`config.mk`:
```
export PLATFORM = sky130hd
export DESIGN_NAME = reg_file
export DESIGN_NICKNAME = d
export VERILOG_FILES = /design/src/rtl/reg_file_pkg.sv /design/src/rtl/reg_file_rdport.sv /design/src/rtl/reg_file.sv
export SDC_FILE = /design/constraint.sdc
export NUM_CORES = 2
export LEC_CHECK = 0
export BUFFER_PORTS_ARGS = -buffer_cell sky130_fd_sc_hd__buf_2
export CORE_ASPECT_RATIO = 0.7
export CORE_MARGIN = 2
export CORE_UTILIZATION = 60
export CTS_CLUSTER_DIAMETER = 100
export CTS_CLUSTER_SIZE = 28
export DETAILED_ROUTE_END_ITERATION = 10
export HOLD_SLACK_MARGIN = 0.15
export PLACE_DENSITY = 0.76
export SLEW_MARGIN = 25
export SYNTH_ARGS = -nofsm -noshare
export SYNTH_HDL_FRONTEND = slang
export SYNTH_SLANG_ARGS = --single-unit
export TNS_END_PERCENT = 100
```
`constraint.sdc`:
```
create_clock -name CLK -period 2 [get_ports CLK]
set_input_delay 0.1 -clock CLK [delete_from_list [all_inputs] [get_ports CLK]]
set_output_delay 0.1 -clock CLK [all_outputs]
set_load 0.02 [all_outputs]
```
`src/rtl/reg_file_pkg.sv`:
```
// rtl/reg_file_pkg.sv - shared constants and address-width helper for the register file
package reg_file_pkg;

    localparam int DEFAULT_WORDSIZE  = 24;
    localparam int DEFAULT_BLOCKSIZE = 64;

    // Never returns less than 1 so a degenerate depth still yields a legal port width.
    function automatic int addr_width(input int depth);
        return (depth < 2) ? 1 : $clog2(depth);
    endfunction

endpackage

```
`src/rtl/reg_file_rdport.sv`:
```
// rtl/reg_file_rdport.sv - one combinational read multiplexer with out-of-range masking
module reg_file_rdport
    import reg_file_pkg::*;
#(
    parameter int WORDSIZE  = DEFAULT_WORDSIZE,
    parameter int BLOCKSIZE = DEFAULT_BLOCKSIZE,
    parameter int ADR       = addr_width(BLOCKSIZE)
) (
    input  logic [WORDSIZE-1:0] mem [BLOCKSIZE],
    input  logic [ADR-1:0]      addr,
    output logic [WORDSIZE-1:0] data
);

    always_comb begin
        data = '0;
        if (int'(addr) < BLOCKSIZE) begin
            data = mem[addr];
        end
    end

endmodule

```
`src/rtl/reg_file.sv`:
```
// rtl/reg_file.sv - flip-flop register file, one write port and two combinational read ports
module reg_file
    import reg_file_pkg::*;
#(
    parameter  int WORDSIZE  = DEFAULT_WORDSIZE,
    parameter  int BLOCKSIZE = DEFAULT_BLOCKSIZE,
    localparam int ADR       = addr_width(BLOCKSIZE)
) (
    input  logic                CLK,
    input  logic                RSTN,
    input  logic [ADR-1:0]      AW,
    input  logic [ADR-1:0]      AR,
    input  logic [ADR-1:0]      BR,
    input  logic                WE,
    input  logic [WORDSIZE-1:0] D,
    output logic [WORDSIZE-1:0] A,
    output logic [WORDSIZE-1:0] B
);

    logic [WORDSIZE-1:0] mem_q [BLOCKSIZE];
    logic [WORDSIZE-1:0] mem_d [BLOCKSIZE];

    // Out-of-range write addresses leave the array untouched.
    always_comb begin
        mem_d = mem_q;
        if (WE && (int'(AW) < BLOCKSIZE)) begin
            mem_d[AW] = D;
        end
    end

    always_ff @(posedge CLK or negedge RSTN) begin
        if (!RSTN) begin
            for (int i = 0; i < BLOCKSIZE; i++) begin
                mem_q[i] <= '0;
            end
        end else begin
            mem_q <= mem_d;
        end
    end

    // Reads come straight off the flops, so a same-cycle write is seen only after the edge.
    reg_file_rdport #(
        .WORDSIZE  (WORDSIZE),
        .BLOCKSIZE (BLOCKSIZE),
        .ADR       (ADR)
    ) u_rdport_a (
        .mem  (mem_q),
        .addr (AR),
        .data (A)
    );

    reg_file_rdport #(
        .WORDSIZE  (WORDSIZE),
        .BLOCKSIZE (BLOCKSIZE),
        .ADR       (ADR)
    ) u_rdport_b (
        .mem  (mem_q),
        .addr (BR),
        .data (B)
    );

endmodule

```
==> key figures <==
Global route
  • Tot GR Track Use: 37.8%
  • GR Overflow Total: 0
  • Vias in the first global route: 57000
  • First-pass GRT wire length: 389000 um
  • Largest net degree at the start of global routing: 100
  • Initial antenna violation count: 8

Timing
  • Final hold viol count: 0
  • Final critical-path required period: 2.74 ns
  • Fmax: 365 MHz
  • Worst Tran Pin Value: 0.828 ns
  • Pins Over Slew Limit: 0
  • Worst setup margin: -0.741 ns
  • Setup-failing EPs final: 48
  • Final Skew: 0 ns
  • RSZ-0062 raised after global routing: true
  • Rel. slew slack: 44.7%
  • Tcrit/Tclk final: 137%

Synthesis
  • Yosys warns: 0
  • Ys flop type: dfrtp_1
  • Gate Count Post-Synth: 5450
  • Mapped Area: 82100 um2
  • Async set-reset flop share out of synthesis: 100%
  • Synth Area in Adders: 0%
  • Synth Net Count: 5495
  • Post-synthesis compound-gate area fraction: 4.27%
  • Syn avg cell area: 15.1 um2
  • Xor-xnor portion of the synthesized cell area: 0%
  • #FFs+latches synth: 1536
  • Largest family of logic cells by synthesized area: multiplexers
  • Mux contribution to synthesized area: 43.6%
  • Sequential area share after synthesis: 46.8%
  • Synth unique cells: 50
  • Post-Synth Simple-Gate Area: 1.74%
  • Number of synthesized flops with an enable pin: 0

Worst setup path
  • Critical Path End: A[10]
  • Worst endpoint data arrival time: 2.64 ns
  • Crit path depth: 7
  • CP required: 1.90 ns
  • Reg2reg path depth: 3
  • FF-to-FF End: mem_q[613]
  • CP Capture Type: output port
  • Crit path buf inv count: 2
  • Crit Path Max Fanout: 3
  • Kind of critical path: register to output port
  • Kind of cell adding the most delay to the critical path: compound AO/OA/AOI/OAI gates
  • Critical path's slowest cell: mux4_2
  • Crit Reg-Reg Startpoint: mem_q[613]
  • CP max stage delay: 0.47 ns
  • Crit path from: mem_q[226]
  • Flop2flop setup slack: 0.96 ns
  • CP Cell Sequence: mux4_2 -> a2bb2oi_1 -> nand3_1 -> o211ai_1 -> buf_4 -> o211a_4 -> buf_6
  • Worst setup SP type: register

CTS
  • Clock Path Buffers: 3
  • Root Driver: clkbuf_16
  • Worst skew pair latency: 0.75 ns
  • # H-tree levels: 2
  • Worst-path clk slew: 0.11 ns
  • CTS sink cnt: 1536
  • CTS Buf Count: 60
  • CTS tree: yes

Route
  • DRT Wirelength: 261000 um
  • Vias per cell: 7.26
  • Routed wire per std cell: 34.2 um
  • Initial drt markers: 6510
  • DRC: 0
  • Vias: 55500
  • Antenna Nets Post-Route: 0
  • TritonRoute pass-1 iters: 5

Final layout
  • Final core occ: 70.2%
  • Biggest register: mem_q
  • Sequential Area: 38400 um2
  • Area of the multi-input gates: 42800 um2
  • Area grow syn2layout: 16.0%
  • Share of layout cells above drive strength 1: 59.7%
  • Fill cell count: 8803
  • Nets@finish: 5893
  • Most common cell after layout, fill and taps aside: dfrtp_1
  • Top Registers: mem_q x1536
  • Largest register FFs: 1536
  • Most frequent cells in the layout: dfrtp_1, mux2_2, mux4_2

Power
  • Power Internal: 50.6 mW
  • Total power: 71.1 mW
  • PD cells: 747 nW/um2
  • Clock share of power: 21.8%
  • Net load switching power: 20.5 mW
  • Sw Share: 28.8%
  • Worst VDD drop: 0.826 mV
  • Gate power share: 24.3%
  • Reg power frac: 53.9%
  • Leakage: 42.4 nW

Placed design
  • PortBufs: 92
  • HPWL Detailed: 179000 um
  • RePlAce Congestion: 0.934

Floorplanning
  • Die ar.: 140000 um2
  • Ports: 93
  • Placeable Area: 136000 um2
  • Die width: 446 um
  • Die height: 313 um
  • Initial Util: 60.5%
  • Site Rows: 113

Min path
  • Worst Hold Depth: 3
  • Hold_sp: D[16]
  • HP Class: input port to register

Run status
  • Failing checks: negative setup slack
  • Outcome: finished with violations

Run
  • Max-cap violations: 0
worst reg2reg max path: cells and delay by family, from the launching register on:
family   cells  cell delay, ns
buf+inv      2            0.24
flops        1            0.43
mux          1            0.26
cell type report:
type	count	share of cell area, %
multi-input combinational	3312	45.0
clock buffer	61	1.60
clock inverter	3	0.0499
inverter	1	0.00394
timing repair buffer	937	10.7
tap	1782	2.34
antenna	4	0.0105
sequential	1536	40.4
Yosys cell counts (all sizes together) (46+ instances only):
cell type / number / area, um2
buf: 363 / 2010
nor2: 65 / 254
a22oi: 138 / 1040
o22ai: 111 / 694
dfrtp: 1536 / 38400
mux2i: 354 / 3540
a21oi: 87 / 435
mux4: 662 / 14900
mux2: 1542 / 17400
clkbuf: 238 / 893
a211oi: 46 / 345
metal layers:
layer | share of wire [%] | track usage (%) | vias up
li1 | - | - | 21900
met1 | 40 | 55.1 | 29500
met2 | 43 | 54.0 | 3365
met3 | 12 | 10.3 | 665
met4 | 5.1 | 16.2 | 8
met5 | 0.021 | 0 | -
logic make-up (layout without fill, tap and decap cells):
group	Yosys count	in the layout
AOI/OAI and AO/OA	494	494
buffers and inverters	602	1002
DFF	1536	1536
muxes	2558	2558
other	0	4
and+or+nand+nor	260	260
power by group through the flow:
stage | Sequential (mW) | Combinational [mW] | Clock, mW
6_report | 38.3 | 17.3 | 15.5
3_3_place_gp | 38.5 | 15.4 | 0
3_5_place_dp | 38.8 | 15.9 | 0
2_1_floorplan | 37.6 | 10.6 | 0
4_1_cts | 38.2 | 16.9 | 15.6
5_1_grt | 38.9 | 18.2 | 16.7
worst min path at each step:
stage,slack (ns),end
floorplan,-0.20,mem_q[0]
global placement,-0.02,mem_q[262]
detailed placement,-0.02,mem_q[262]
CTS,0.15,mem_q[1357]
global route,0.19,mem_q[1362]
finish,0.17,mem_q[1360]
metrics by stage:
| stage | std cells | instance area (um2) | setup slack (ns) | setup TNS (ns) | hold slack, ns |
|---|---|---|---|---|---|
| after floorplan | 5450 | 82100 | 0.116 | 0 | -0.196 |
| after global placement | 7522 | 91200 | -0.980 | -22.03 | -0.0191 |
| after detailed placement | 7522 | 91200 | -1.05 | -22.17 | -0.0152 |
| after CTS | 7622 | 94700 | -0.791 | -30.77 | 0.155 |
| after global routing | 7634 | 95200 | -0.797 | -32.05 | 0.191 |
| final | 7636 | 95200 | -0.741 | -29.92 | 0.167 |
timing repair:
item                                    in CTS  in global routing
hold endpoints to repair                  2149                 64
hold buffers                                21                  1
resized for setup                          345                 79
buffers inserted                            39                 14
endpoints found under the setup margin      48                 48
pin swaps                                  110                 74
Power figures use the tool's default switching activity.
